`config.mk`:
```
export PLATFORM = sky130hd
export DESIGN_NAME = bit_count_engine
export DESIGN_NICKNAME = d
export VERILOG_FILES = /design/src/rtl/bit_count_engine.sv
export SDC_FILE = /design/constraint.sdc
export NUM_CORES = 1
export LEC_CHECK = 0
export BUFFER_PORTS_ARGS = -buffer_cell sky130_fd_sc_hd__buf_2
export CAP_MARGIN = 20
export CELL_PAD_IN_SITES_DETAIL_PLACEMENT = 2
export CELL_PAD_IN_SITES_GLOBAL_PLACEMENT = 2
export CORE_ASPECT_RATIO = 0.9
export CORE_MARGIN = 2
export CORE_UTILIZATION = 35
export CTS_BUF_LIST = sky130_fd_sc_hd__clkbuf_4 sky130_fd_sc_hd__clkbuf_8 sky130_fd_sc_hd__clkbuf_16
export DETAILED_ROUTE_END_ITERATION = 6
export PLACE_DENSITY = 0.88
export SETUP_SLACK_MARGIN = 0.5
export SLEW_MARGIN = 30
export SYNTH_ARGS = -nofsm -noshare
export SYNTH_HDL_FRONTEND = slang
export SYNTH_SLANG_ARGS = --single-unit
```
`constraint.sdc`:
```
create_clock -name clk -period 2.4 [get_ports clk]
set_clock_uncertainty 0.2 [all_clocks]
set_input_delay 0.12 -clock clk [delete_from_list [all_inputs] [get_ports clk]]
set_output_delay 0.12 -clock clk [all_outputs]
set_load 0.02 [all_outputs]
```
`src/rtl/bit_count_engine.sv`:
```
// -----------------------------------------------------------------------------
// bit_count_engine
//
// Multi-cycle population-count engine. A WIDTH-bit operand is captured on the
// start handshake. The engine then counts its set bits, or its clear bits when
// count_zeros is high at capture. It examines STEP bits per RUN cycle. It stops
// early once no set bits remain in the shifted operand, and it holds the result
// until the next operation is accepted.
//
// Optional feature macro: BIT_COUNT_FIRST_IDX_EN
//   When defined, the first_idx / first_valid ports report the lowest set-bit
//   index of the effective operand. This adds no latency.
//
// Parameters:
//   WIDTH        operand width (>= 2)
//   STEP         bits examined per RUN cycle (>= 1, divides WIDTH)
//
// Ports:
//   clk          clock, rising edge
//   reset        synchronous active-high reset
//   start        level request, sampled only in IDLE and DONE
//   data         operand, sampled at the accept edge
//   count_zeros  0 = count ones, 1 = count zeros, sampled at the accept edge
//   count        result, valid while done = 1, held in IDLE
//   busy         high while running
//   done         high while the result is presented
//   first_idx    lowest set-bit index of effective operand (macro only)
//   first_valid  effective operand nonzero (macro only)
// -----------------------------------------------------------------------------
module bit_count_engine #(
  parameter int  WIDTH = 16,
  parameter int  STEP  = 2,
  localparam int CW    = $clog2(WIDTH + 1),
  localparam int IW    = $clog2(WIDTH)
) (
  input  logic             clk,
  input  logic             reset,
  input  logic             start,
  input  logic [WIDTH-1:0] data,
  input  logic             count_zeros,
  output logic [CW-1:0]    count,
  output logic             busy,
  output logic             done
`ifdef BIT_COUNT_FIRST_IDX_EN
  ,
  output logic [IW-1:0]    first_idx,
  output logic             first_valid
`endif
);

  // Reject parameter sets for which the operand cannot be split evenly into chunks.
  generate
    if ((WIDTH < 2) || (STEP < 1) || ((WIDTH % STEP) != 0)) begin : g_bad_params
      $error("bit_count_engine: need WIDTH >= 2, STEP >= 1 and WIDTH %% STEP == 0");
    end
  endgenerate

  typedef enum logic [1:0] {
    IDLE = 2'd0,
    RUN  = 2'd1,
    DONE = 2'd2
  } state_t;

  state_t           state, state_n;
  logic [WIDTH-1:0] opnd, opnd_n;   // effective operand, shifted down as it is consumed
  logic [CW-1:0]    count_n;
  logic             busy_n, done_n;
  logic [STEP-1:0]  chunk;

  assign chunk = opnd[STEP-1:0];

  // Number of ones in one STEP-bit chunk.
  function automatic logic [CW-1:0] chunk_popcount(input logic [STEP-1:0] c);
    logic [CW-1:0] n;
    n = {CW{1'b0}};
    for (int i = 0; i < STEP; i++) begin
      n = n + {{(CW-1){1'b0}}, c[i]};
    end
    return n;
  endfunction

`ifdef BIT_COUNT_FIRST_IDX_EN
  logic [CW-1:0] pos, pos_n;        // bit index of chunk[0] within the original operand
  logic [IW-1:0] first_idx_n;
  logic          first_valid_n;

  // Lowest set index inside one chunk. The scan runs downwards so that the last hit wins.
  function automatic logic [IW-1:0] chunk_lowest(input logic [STEP-1:0] c);
    logic [IW-1:0] idx;
    idx = {IW{1'b0}};
    for (int i = STEP - 1; i >= 0; i--) begin
      if (c[i]) begin
        idx = IW'(i);
      end else begin
        idx = idx;
      end
    end
    return idx;
  endfunction
`else
  // Without the feature there is no position tracking; only the popcount path exists.
`endif

  // Next-state and datapath update for the IDLE/RUN/DONE sequencer.
  always_comb begin
    state_n       = state;
    opnd_n        = opnd;
    count_n       = count;
`ifdef BIT_COUNT_FIRST_IDX_EN
    pos_n         = pos;
    first_idx_n   = first_idx;
    first_valid_n = first_valid;
`endif
    case (state)
      IDLE: begin
        if (start) begin
          opnd_n        = count_zeros ? ~data : data;
          count_n       = {CW{1'b0}};
`ifdef BIT_COUNT_FIRST_IDX_EN
          pos_n         = {CW{1'b0}};
          first_idx_n   = {IW{1'b0}};
          first_valid_n = 1'b0;
`endif
          state_n       = RUN;
        end else begin
          state_n = IDLE;
        end
      end
      RUN: begin
        // Early exit: once no set bits remain, the remaining chunks cannot add anything.
        if (opnd == {WIDTH{1'b0}}) begin
          state_n = DONE;
        end else begin
          count_n = count + chunk_popcount(chunk);
          opnd_n  = opnd >> STEP;
`ifdef BIT_COUNT_FIRST_IDX_EN
          pos_n   = pos + CW'(STEP);
          if ((chunk != {STEP{1'b0}}) && !first_valid) begin
            first_idx_n   = IW'(pos + CW'(chunk_lowest(chunk)));
            first_valid_n = 1'b1;
          end else begin
            first_idx_n   = first_idx;
            first_valid_n = first_valid;
          end
`endif
          state_n = RUN;
        end
      end
      DONE: begin
        // Leaving DONE requires start to drop, so a held request never restarts.
        if (start) begin
          state_n = DONE;
        end else begin
          state_n = IDLE;
        end
      end
      default: begin
        state_n = IDLE;
      end
    endcase
    busy_n = (state_n == RUN);
    done_n = (state_n == DONE);
  end

  // State and datapath registers with synchronous reset.
  always_ff @(posedge clk) begin
    if (reset) begin
      state       <= IDLE;
      opnd        <= {WIDTH{1'b0}};
      count       <= {CW{1'b0}};
      busy        <= 1'b0;
      done        <= 1'b0;
`ifdef BIT_COUNT_FIRST_IDX_EN
      pos         <= {CW{1'b0}};
      first_idx   <= {IW{1'b0}};
      first_valid <= 1'b0;
`endif
    end else begin
      state       <= state_n;
      opnd        <= opnd_n;
      count       <= count_n;
      busy        <= busy_n;
      done        <= done_n;
`ifdef BIT_COUNT_FIRST_IDX_EN
      pos         <= pos_n;
      first_idx   <= first_idx_n;
      first_valid <= first_valid_n;
`endif
    end
  end

endmodule

```
==> impl_summary.log, run 1 <==
[metrics] required time of the critical path: 2390 ps
[metrics] Cells on Worst Hold Path: 4
[metrics] global-route track usage on met3: around 3.8%
[metrics] first-pass iteration count of the detailed router: 4
[metrics] Max IR drop VDD: around 0.00028 V
[metrics] critical path peak fanout: 10
[metrics] minimum period implied by the final worst setup slack: around 1800 ps
[metrics] Port Buffer Count: 26
[metrics] via count normalized by instance count: 5.345
[metrics] most common cell in the netlist: dfxtp_1
[metrics] core box area: 3784 um^2
[metrics] largest cells by area after synthesis: dfxtp_1 (36%), mux2i_1 (13%), a211o_1 (9.3%)
[metrics] H-tree depth reported by CTS: 1
[metrics] row count: 21
[metrics] most common library cells after synthesis: dfxtp_1 (25), nor2_1 (21), nand2b_1 (19)
[metrics] number of setup violations in the final report: 0
[metrics] period utilisation layout: 75.35%
[metrics] Slew @ Worst Pin: around 630 ps
[metrics] clk root buf: clkbuf_8
[metrics] Max Root-Sink Buffers: 2
[metrics] via count of the first global-routing pass: between 1000 and 1500
[metrics] number of routed nets with antenna violations: 0
[metrics] full die area: 4549 um^2
[metrics] top-level I/O count: 27
[metrics] wire length per cell: roughly 18 um
[metrics] initial antenna violation count: 0
[metrics] max capacitance violation total: 0
[metrics] ratio of cells with drive above 1 in the final layout: about 22%
[metrics] Synth top area share: a little over a third
[metrics] mean instance size in the synthesized netlist: just over 9 um^2
[metrics] starting density of the core: a little under two fifths
[metrics] RSZ-0062 raised after global routing: false
[metrics] TritonCTS clock tree: built
[metrics] data arrival time of the critical path: ~1800 ps
[metrics] finished layout cell area: between 1500 and 2000 um^2
[metrics] number of enable flip-flop cells after synthesis: 0
[metrics] Critical R2R Launch: opnd[4]$_SDFFE_PP0P_
[metrics] min-delay worst type: input pin to register
[metrics] Inserted Clock Buffers: 3
[metrics] WS Path Type: register to register
[metrics] Area after DPL: 1551 um^2
[metrics] DRC marker count from the first detailed-route iteration: 27
[metrics] cell type with the largest total area after synthesis: dfxtp_1
[metrics] Static Leak: approximately 0.0007 uW
[metrics] overall routing resource usage: 17.38%
[metrics] global route total overflow: 0
[metrics] max-slew violation count: 0
[metrics] sum of net half-perimeters after detailed placement: 2708 um
[metrics] hold violation total from the final report: 0
[metrics] routed wire length: between 3000 and 4000 um
[metrics] post-synth design cell area: 1409 um^2
[metrics] number of cell instances on the worst register-to-register path: 5
[metrics] Total Negative Setup Slacks: 0 ps
[metrics] clock sink count: 25
[metrics] share of synthesized registers carrying an async set or reset: 0%
[metrics] run status: finished, final reports clean
[metrics] top achievable clock speed: ~550 MHz
[metrics] Critical Path End Type: register
[metrics] nets in the synthesized netlist: between 150 and 200
[metrics] count of unresolved DRC violations after routing: 0
[metrics] grt met1 use: between 15 and 20%
[metrics] largest net degree at the start of global routing: 43
[metrics] growth of design area from synthesis to finish: 20.07%
[metrics] end point of the worst hold path: opnd[12]$_SDFFE_PP0P_
[metrics] Reg2Reg Capture Point: opnd[2]$_SDFFE_PP0P_
[metrics] max_slew headroom: between 50 and 60%
[metrics] flip-flop cell with the highest count after synthesis: dfxtp_1
[metrics] post-synthesis instance total: 153
[metrics] Hold Path Origin: data[12]
[metrics] first-pass GRT wire length: between 6000 and 7000 um
[metrics] RePlAce Congestion: between 0.7 and 0.8
[metrics] crit path launch type: register
[metrics] sequential area share after synthesis: around 36%
[metrics] Net count, final: 200
[metrics] GRT Max-Usage Layer: met2
[metrics] antenna diode count: 0
[metrics] clock latency on the worst-skew pair: 270 ps
[metrics] minimum setup slack among reg-to-reg paths: 590 ps
[metrics] width of the die: approximately 71 um
[metrics] global routing met2 resource utilization: about 34%
[metrics] clock transition at the registers of the reported paths: 90 ps
[metrics] synth unique cells: 25
[metrics] power density cells: 612.3 nW/um^2
[metrics] total number of yosys warnings: 0
[metrics] total number of vias: 1192
[metrics] die extent in y: 64.19 um
[metrics] number of register bits inferred by synthesis: 25
## area by class of cell
type / instances / area [um^2]
clock buffer: 4 / 48.80
sequential: 25 / 500.5
timing repair buffer: 32 / 210.2
fill: 424 / 2092
tap: 46 / 57.56
multi-input combinational: 116 / 874.6
## how the worst max path moves through the flow
stage | startpoint | end | depth (start not counted)
after floorplan | count[0]$_SDFFE_PP0P_ | count[4]$_SDFFE_PP0P_ | 5
after global placement | opnd[11]$_SDFFE_PP0P_ | opnd[3]$_SDFFE_PP0P_ | 5
after detailed placement | opnd[12]$_SDFFE_PP0P_ | opnd[10]$_SDFFE_PP0P_ | 5
after CTS | opnd[4]$_SDFFE_PP0P_ | opnd[1]$_SDFFE_PP0P_ | 5
after global routing | opnd[4]$_SDFFE_PP0P_ | opnd[8]$_SDFFE_PP0P_ | 5
final | opnd[4]$_SDFFE_PP0P_ | opnd[2]$_SDFFE_PP0P_ | 5
## per-layer routing
| metal | wire [um] | share of wire (%) |
|---|---|---|
| met5 | 0 | 0 |
| met4 | 27 | 0.68 |
| met2 | 2058 | 52 |
| met3 | 112 | 2.8 |
| met1 | 1785 | 45 |
## report_power, final
| group | internal, uW | switching (uW) | total, uW |
|---|---|---|---|
| Clock | 130 | 136 | 267 |
| Combinational | 136 | 132 | 268 |
| Sequential | 455 | 46.7 | 502 |
| Total | 721 | 315 | 1040 |
## state kept, by name, indices dropped and copies added, names as in the netlist
name,flops
opnd,16
state,2
count,5
busy,1
done,1
## cell usage in the layout (no fill, tap or decap), drive strengths merged
cell,count
nor2,21
nand2b,19
ha,1
dlygate4sd3,2
or3,1
or4,2
clkbuf,5
xor2,2
nand3b,2
dfxtp,25
mux2i,18
o311ai,2
a2bb2oi,1
fa,1
and4,1
and2b,1
xnor2,14
nand3,1
a211o,15
a21oi,3
nand2,6
nor4,4
o211ai,1
buf,29
## stage by stage
step | util [%] | power [uW] | setup slack (ps) | instances | hold WS (ps)
after floorplan | - | 668.3 | 640.7 | 153 | 103.6
after global placement | 41.01 | 719.4 | 504.3 | 215 | 225.7
after detailed placement | 41.01 | 739.7 | 317.3 | 215 | 237.3
after CTS | 43.65 | 1028 | 529.7 | 222 | 51.88
after global routing | 44.71 | 1091 | 521.6 | 223 | 73.80
final | 44.71 | 1036 | 591.7 | 223 | 44.89
## kinds of logic (layout without fill, tap and decap cells)
group | count (synthesis) | in the layout | synth area share, %
and+or+nand+nor | 58 | 58 | 21.49
muxes | 18 | 18 | 12.79
adders and majority gates | 2 | 2 | 2.309
DFF | 25 | 25 | 35.52
xor gates and xnor gates | 16 | 16 | 9.947
AOI/OAI and AO/OA | 22 | 22 | 12.79
buffers and inverters | 12 | 36 | 5.151
## worst max-delay path: stages (launching register included)
cell	delay (ps)
dfxtp_1	360
nor4_2	320
and4_4	290
a211o_4	160
clkbuf_16	170
mux2i_1	220
## timing repair
action,4_1_cts,5_1_grt
hold buffers,2,0
resized for setup,5,2
hold endpoints to repair,2,0
setup endpoints to repair,20,4
setup buffers,1,0
pin swaps,1,0
cloned,0,1
No activity file was read; power rests on OpenSTA's default activity.
==> run 2, diff against run 1 <==
--- a/config.mk
+++ b/config.mk
@@ -11,10 +11,10 @@
 export CELL_PAD_IN_SITES_GLOBAL_PLACEMENT = 2
 export CORE_ASPECT_RATIO = 0.9
 export CORE_MARGIN = 2
-export CORE_UTILIZATION = 35
+export CORE_UTILIZATION = 33
 export CTS_BUF_LIST = sky130_fd_sc_hd__clkbuf_4 sky130_fd_sc_hd__clkbuf_8 sky130_fd_sc_hd__clkbuf_16
 export DETAILED_ROUTE_END_ITERATION = 6
-export PLACE_DENSITY = 0.88
+export PLACE_DENSITY = 0.84
 export SETUP_SLACK_MARGIN = 0.5
 export SLEW_MARGIN = 30
 export SYNTH_ARGS = -nofsm -noshare
==> constraint.sdc (replaced) <==
create_clock -name clk -period 1.7 [get_ports clk]
set_clock_uncertainty 0.2 [all_clocks]
set_input_delay 0.085 -clock clk [delete_from_list [all_inputs] [get_ports clk]]
set_output_delay 0.085 -clock clk [all_outputs]
set_load 0.02 [all_outputs]
==> run 2 against run 1 <==
Compared with the run above:
- the flow now finishes with violations (setup timing)
- non-clock buffer count is 18 higher
- critical path type unchanged
- fmax is 1.5% lower
- first-iteration DRC count is 78% higher
- die area is 5.7% higher
- global-route usage is 3.7 points higher
- power is 54% higher
- design area is 13% higher
- via count is 7.1% higher
- sequential share of layout area is 2.1 points lower
- register-to-register slack worse by 730 ps
- count of clock-buffer cells in the layout stayed put
- wire length is 19% higher
==> impl_summary.log, run 2 (synthesis gave the netlist of run 1 again) <==
[metrics] global route total overflow: 0 (unchanged)
[metrics] routed wire length: 4757 um (+19%)
[metrics] Slew @ Worst Pin: 504.3 ps (-128.1 ps)
[metrics] number of flip-flops under the largest register name: 16 (unchanged)
[metrics] overall power of the completed layout: 1591 uW (+54%)
[metrics] minimum period implied by the final worst setup slack: 1835 ps (+26.90 ps)
[metrics] Sw Ratio: 31.14% (+0.73 points)
[metrics] Max IR drop VDD: 0.0003706 V (+31%)
[metrics] critical path peak fanout: 7 (-3)
[metrics] wire length per cell: 19.58 um (+9.5%)
[metrics] internal power summed over all cells: 1096 uW (+52%)
[metrics] overall routing resource usage: 21.11% (+3.7 points)
[metrics] via count normalized by instance count: 5.255 (-1.7%)
[metrics] run status: finished with violations
[metrics] Critical Path End Type: register
[metrics] number of cell instances on the worst register-to-register path: 6 (+1)
[metrics] data arrival time of the critical path: 1850 ps (+50 ps)
[metrics] die extent in y: 65.99 um (+2.8%)
[metrics] hold violation total from the final report: 0 (unchanged)
[metrics] growth of design area from synthesis to finish: 35.79%
[metrics] final critical-path setup slack: -135.2 ps (-726.9 ps)
[metrics] full die area: 4809 um^2 (+5.7%)
[metrics] register with the highest flop count: opnd
[metrics] part of the total power dissipated in combinational logic: 30.7% (+4.9 points)
[metrics] clk root buf: clkbuf_8
[metrics] final hold slack: 9.276 ps (-35.61 ps)
[metrics] initial antenna violation count: 0 (unchanged)
[metrics] antenna diode count: 0 (unchanged)
[metrics] RSZ-0062 raised after global routing: true
[metrics] first-pass iteration count of the detailed router: 4 (unchanged)
[metrics] most frequent standard cell in the layout excluding fill and tap cells: buf_2
[metrics] number of setup violations in the final report: 20 (+20)
[metrics] starting density of the core: 34.35% (-2.9 points)
[metrics] most frequent cells in the layout: buf_2 (26), nor2_1 (21), nand2b_1 (19), mux2i_1 (17), buf_4 (16)
[metrics] Area after DPL: 1692 um^2 (+9.0%)
[metrics] RePlAce Congestion: 0.7602 (-0.74%)
[metrics] sum of net half-perimeters after detailed placement: 2839 um (+4.8%)
[metrics] required time of the critical path: 1710 ps (-680 ps)
[metrics] count of unresolved DRC violations after routing: 0 (unchanged)
[metrics] clock transition at the registers of the reported paths: 90 ps (about the same)
[metrics] Net count, final: 218 (+9.0%)
[metrics] total number of vias: 1277 (+7.1%)
[metrics] clock sink count: 25 (unchanged)
[metrics] Switching Power: 495.5 uW (+57%)
[metrics] Inserted Clock Buffers: 3 (unchanged)
[metrics] number of routed nets with antenna violations: 0 (unchanged)
[metrics] max_slew headroom: 66.38% (+8.5 points)
[metrics] finished layout cell area: 1913 um^2 (+13%)
[metrics] WS Path Type: register to register
[metrics] width of the die: 72.88 um (+2.8%)
[metrics] clock latency on the worst-skew pair: 280 ps (about the same)
[metrics] first-pass GRT wire length: 7603 um (+22%)
[metrics] largest net degree at the start of global routing: 29 (-33%)
[metrics] via count of the first global-routing pass: 1442 (+11%)
[metrics] Port Buffer Count: 26 (unchanged)
[metrics] Cells on Worst Hold Path: 4 (unchanged)
[metrics] core box area: 4101 um^2 (+8.4%)
[metrics] period utilisation layout: 108.0% (+33 points)
[metrics] ratio of cells with drive above 1 in the final layout: 37.44% (+15 points)
[metrics] top achievable clock speed: 544.9 MHz (-1.5%)
[metrics] TritonCTS clock tree: built
[metrics] clock group share of total power: 24.6% (-1.1 points)
[metrics] Max Root-Sink Buffers: 2 (unchanged)
[metrics] top-level I/O count: 27 (unchanged)
[metrics] Total Negative Setup Slacks: -1839 ps (-1839 ps)
[metrics] row count: 22 (+4.8%)
[metrics] power density cells: 831.7 nW/um^2 (+36%)
[metrics] DRC marker count from the first detailed-route iteration: 48 (+78%)
[metrics] Post-Place Worst Slack: -69.01 ps (-386.3 ps)
[metrics] min-delay worst type: input pin to register
[metrics] H-tree depth reported by CTS: 1 (unchanged)
[metrics] crit path launch type: register
[metrics] max-slew violation count: 0 (unchanged)
[metrics] portion of total power attributed to sequential cells: 44.8% (-3.6 points)
[metrics] Static Leak: 0.0008174 uW (+15%)
[metrics] largest registers: opnd x16, count x5, state x2
[metrics] failing checks: setup timing
[metrics] max capacitance violation total: 0 (unchanged)
[run 2: cell count changes in the layout (fill, tap and decap cells not counted), moves of 2 or more]
cell,before,now
dfxtp_4,0,3
dlygate4sd3_1,2,4
dfxtp_2,0,11
dfxtp_1,25,11
buf_12,1,3
buf_4,2,16
[run 2: repair_timing]
action                                  CTS  global route
buffers inserted                          2             3
hold endpoints to repair                  3             0
gates cloned                              1             0
pin swaps                                 0             4
endpoints found under the setup margin   26            26
gates resized for setup                  11            13
hold buffers                              4             0
[run 2: worst paths after layout]
check                        start                     to  slack, ps
max reg2reg   opnd[3]$_SDFFE_PP0P_  count[4]$_SDFFE_PP0P_       -140
max           opnd[3]$_SDFFE_PP0P_  count[4]$_SDFFE_PP0P_       -140
min                       data[12]  opnd[12]$_SDFFE_PP0P_          9
min reg2reg  count[0]$_SDFFE_PP0P_  count[0]$_SDFFE_PP0P_        320
[run 2: layout make-up]
class                      count  area [um^2]
clock buffer                   4        48.80
timing repair buffer          50        377.9
tap                           48        60.06
fill                         442         2188
multi-input combinational    116        900.9
sequential                    25        525.5
[run 2: critical path, stage by stage (launching register included)]
cell and delay [ps]:
dfxtp_1 390, nor4_1 70, and4_1 190, buf_4 130, buf_4 150, or4_1 500
a21oi_1 130
[run 2: per-stage QoR]
stage / util, % / cells
after CTS: 45.30 / 240
after detailed placement: 41.24 / 229
after global placement: 41.24 / 229
after floorplan: - / 153
after global routing: 46.64 / 243
final: 46.64 / 243
[run 2: power by group through the flow]
| stage | combinational [uW] | sequential, uW | clock [uW] |
|---|---|---|---|
| 6_report | 488 | 712 | 391 |
| 5_1_grt | 532 | 717 | 423 |
| 4_1_cts | 449 | 704 | 388 |
| 3_5_place_dp | 402 | 703 | 0 |
| 3_3_place_gp | 379 | 697 | 0 |
| 2_1_floorplan | 250 | 698 | 0 |
[run 2: metal layers]
layer | part of all wire, % | GRT usage (%) | vias up
li1 | - | - | 614
met5 | 0 | 0 | -
met2 | 52 | 38.41 | 16
met4 | 0.74 | 3.935 | 0
met3 | 2.5 | 4.268 | 4
met1 | 45 | 25.72 | 643
==> run 3, diff against run 2 <==
==> constraint.sdc (replaced) <==
create_clock -name clk -period 1.7 [get_ports clk]
set_clock_uncertainty 0.2 [all_clocks]
set_input_delay 0.34 -clock clk [delete_from_list [all_inputs] [get_ports clk]]
set_output_delay 0.34 -clock clk [all_outputs]
set_load 0.02 [all_outputs]
==> run 3 against run 2 <==
Compared with the run above:
- the run still ends with setup timing left
- design area up 13%
- sequential share of layout area down 2.2 points
- core utilization up 6.1 points
- register-to-register slack about the same
- critical endpoint is now opnd[4]$_SDFFE_PP0P_
==> impl_summary.log, run 3 (synthesis gave the netlist of run 1 again) <==
[metrics] DRC marker count from the first detailed-route iteration: 94 (+96%)
[metrics] max_slew headroom: 81.93% (+16 points)
[metrics] Inserted Clock Buffers: 3 (unchanged)
[metrics] cell chain of the critical path: nor4_4 -> and4_4 -> a211o_4 -> buf_12 -> mux2i_1
[metrics] critical path peak fanout: 10 (+3)
[metrics] clock group share of total power: 21.8% (-2.8 points)
[metrics] cell at the slowest stage of the critical path: dfxtp_2
[metrics] Post-Place Worst Slack: -200.9 ps (-131.9 ps)
[metrics] width of the die: 72.88 um (unchanged)
[metrics] internal power summed over all cells: 1149 uW (+4.9%)
[metrics] Slew @ Worst Pin: 270.6 ps (-233.7 ps)
[metrics] RePlAce Congestion: 0.8009 (+5.4%)
[metrics] largest registers: opnd x16, count x5, state x2
[metrics] initial antenna violation count: 0 (unchanged)
[metrics] row count: 22 (unchanged)
[metrics] hold violation total from the final report: 0 (unchanged)
[metrics] most frequent cells in the layout: nand2b_1 (19), nor2_1 (19), buf_2 (19), buf_4 (17), dfxtp_2 (16)
[metrics] TritonCTS clock tree: built
[metrics] ratio of cells with drive above 1 in the final layout: 50.76% (+13 points)
[metrics] Hold Path Origin: data[14]
[metrics] global route total overflow: 0 (unchanged)
[metrics] largest net degree at the start of global routing: 29 (unchanged)
[metrics] starting density of the core: 34.35% (unchanged)
[metrics] Reg2Reg Capture Point: opnd[4]$_SDFFE_PP0P_
[metrics] required time of the critical path: 1680 ps (-30 ps)
[metrics] end point of the worst hold path: opnd[14]$_SDFFE_PP0P_
[metrics] Critical Path End Type: register
[metrics] Static Leak: 0.0008830 uW (+8.0%)
[metrics] Critical R2R Launch: opnd[3]$_SDFFE_PP0P_
[metrics] GRT Max-Usage Layer: met2
[metrics] count of unresolved DRC violations after routing: 0 (unchanged)
[metrics] clock transition at the registers of the reported paths: 90 ps (about the same)
[metrics] number of hold buffers added after cts: 0 (-4)
[metrics] WS Path Type: register to register
[metrics] clock latency on the worst-skew pair: 270 ps (about the same)
[metrics] Sw Ratio: 32.29% (+1.2 points)
[metrics] finished layout cell area: 2165 um^2 (+13%)
[metrics] power density cells: 784.1 nW/um^2 (-5.7%)
[metrics] antenna diode count: 0 (unchanged)
[metrics] H-tree depth reported by CTS: 1 (unchanged)
[metrics] slowest cell delay on critical path: 360 ps (-140 ps)
[metrics] global-route track usage on met3: 3.963% (-0.30 points)
[metrics] number of cell instances on the worst register-to-register path: 5 (-1)
[metrics] Area after DPL: 1707 um^2 (+0.89%)
[metrics] minimum period implied by the final worst setup slack: 1844 ps (+9.197 ps)
[metrics] core box area: 4101 um^2 (unchanged)
[metrics] top-level I/O count: 27 (unchanged)
[metrics] minimum setup slack among reg-to-reg paths: -140 ps (about the same)
[metrics] final critical-path setup slack: -144.4 ps (-9.197 ps)
[metrics] min-delay worst type: input pin to register
[metrics] growth of design area from synthesis to finish: 53.64%
[metrics] part of the total power dissipated in combinational logic: 35.2% (+4.5 points)
[metrics] sum of net half-perimeters after detailed placement: 3022 um (+6.4%)
[metrics] grt met1 use: 23.48% (-2.2 points)
[metrics] first-pass iteration count of the detailed router: 4 (unchanged)
[metrics] Port Buffer Count: 26 (unchanged)
[metrics] overall routing resource usage: 21.27% (+0.16 points)
[metrics] run status: finished with violations
[metrics] number of flip-flops under the largest register name: 16 (unchanged)
[metrics] clk root buf: clkbuf_8
[metrics] crit path launch type: register
[metrics] data arrival time of the critical path: 1830 ps (-20 ps)
[metrics] period utilisation layout: 108.5% (+0.54 points)
[metrics] full die area: 4809 um^2 (unchanged)
[metrics] top achievable clock speed: 542.2 MHz (-0.50%)
[metrics] register with the highest flop count: opnd
[metrics] Switching Power: 548.1 uW (+11%)
[metrics] number of setup violations in the final report: 22 (+10%)
[metrics] Max Root-Sink Buffers: 2 (unchanged)
[metrics] number of routed nets with antenna violations: 0 (unchanged)
[metrics] max-slew violation count: 0 (unchanged)
[metrics] clock sink count: 25 (unchanged)
[metrics] max capacitance violation total: 0 (unchanged)
[metrics] via count of the first global-routing pass: 1418 (-1.7%)
[metrics] Net count, final: 220 (+0.92%)
[metrics] RSZ-0062 raised after global routing: true
[metrics] die extent in y: 65.99 um (unchanged)
[metrics] via count normalized by instance count: 5.351 (+1.8%)
[metrics] total number of vias: 1311 (+2.7%)
[metrics] routed wire length: 5177 um (+8.8%)
[metrics] wire length per cell: 21.13 um (+7.9%)
[metrics] first-pass GRT wire length: 7514 um (-1.2%)
[metrics] portion of total power attributed to sequential cells: 43.0% (-1.8 points)
[metrics] global routing met2 resource utilization: 39.55% (+1.1 points)
[metrics] Cells on Worst Hold Path: 4 (unchanged)
[metrics] Max IR drop VDD: 0.0003863 V (+4.2%)
[metrics] failing checks: setup timing
## run 3: what timing repair did
action / 4_1_cts / 5_1_grt
setup buffers: 3 / 5
gates resized for setup: 43 / 32
cloned: 2 / 0
endpoints found under the setup margin: 32 / 32
pin swaps: 8 / 10
endpoints found under the hold margin: 0 / 0
## run 3: cell type report
class | instances | area [um^2]
flip-flops and latches | 25 | 546.8
multi-input cells | 116 | 1018
fillers | 410 | 1937
clock buffers | 3 | 41.29
clock inverters | 1 | 6.256
well taps | 48 | 60.06
repair buffers | 52 | 491.7
## run 3: layer usage
layer	part of all wire (%)	wire, um
met1	40	2087
met2	56	2877
met3	2.4	123
met4	1.7	89
met5	0	0
## run 3: power by group through the flow
| stage | combinational [uW] | sequential [uW] | clock, uW |
|---|---|---|---|
| 3_5_place_dp | 414 | 703 | 0 |
| 2_1_floorplan | 250 | 698 | 0 |
| 6_report | 597 | 730 | 370 |
| 4_1_cts | 518 | 711 | 398 |
| 3_3_place_gp | 383 | 697 | 0 |
| 5_1_grt | 634 | 736 | 421 |
## run 3: how the worst max path moves through the flow
stage                                from                    end  slack (ps)  cells after the start
finish               opnd[3]$_SDFFE_PP0P_   opnd[4]$_SDFFE_PP0P_        -140                      5
CTS                  opnd[7]$_SDFFE_PP0P_   opnd[0]$_SDFFE_PP0P_         -70                      6
global placement    opnd[11]$_SDFFE_PP0P_  count[0]$_SDFFE_PP0P_         -50                      5
detailed placement  opnd[11]$_SDFFE_PP0P_   opnd[7]$_SDFFE_PP0P_        -200                      5
floorplan           opnd[11]$_SDFFE_PP0P_   opnd[1]$_SDFFE_PP0P_          90                      6
global route         opnd[3]$_SDFFE_PP0P_   opnd[4]$_SDFFE_PP0P_        -210                      5
## run 3: critical path, delay by kind of cell, from the launching register on
kind                   cells  cell delay [ps]
AO/OA/AOI/OAI              1              180
buffers and inverters      1              170
flip-flops                 1              360
multiplexers               1              250
AND/OR/NAND/NOR            2              600
## run 3: per-stage QoR
stage / TNS (ps) / cells / util (%) / total power, uW / hold WS (ps)
6_report: -2067 / 245 / 52.78 / 1697 / 192.7
4_1_cts: -860.3 / 240 / 48.54 / 1626 / 167.4
3_3_place_gp: -827.7 / 231 / 41.61 / 1080 / 279.0
3_5_place_dp: -2966 / 231 / 41.61 / 1117 / 288.7
5_1_grt: -3463 / 245 / 52.78 / 1791 / 201.0
2_1_floorplan: 0 / 153 / - / 947.5 / 264.9
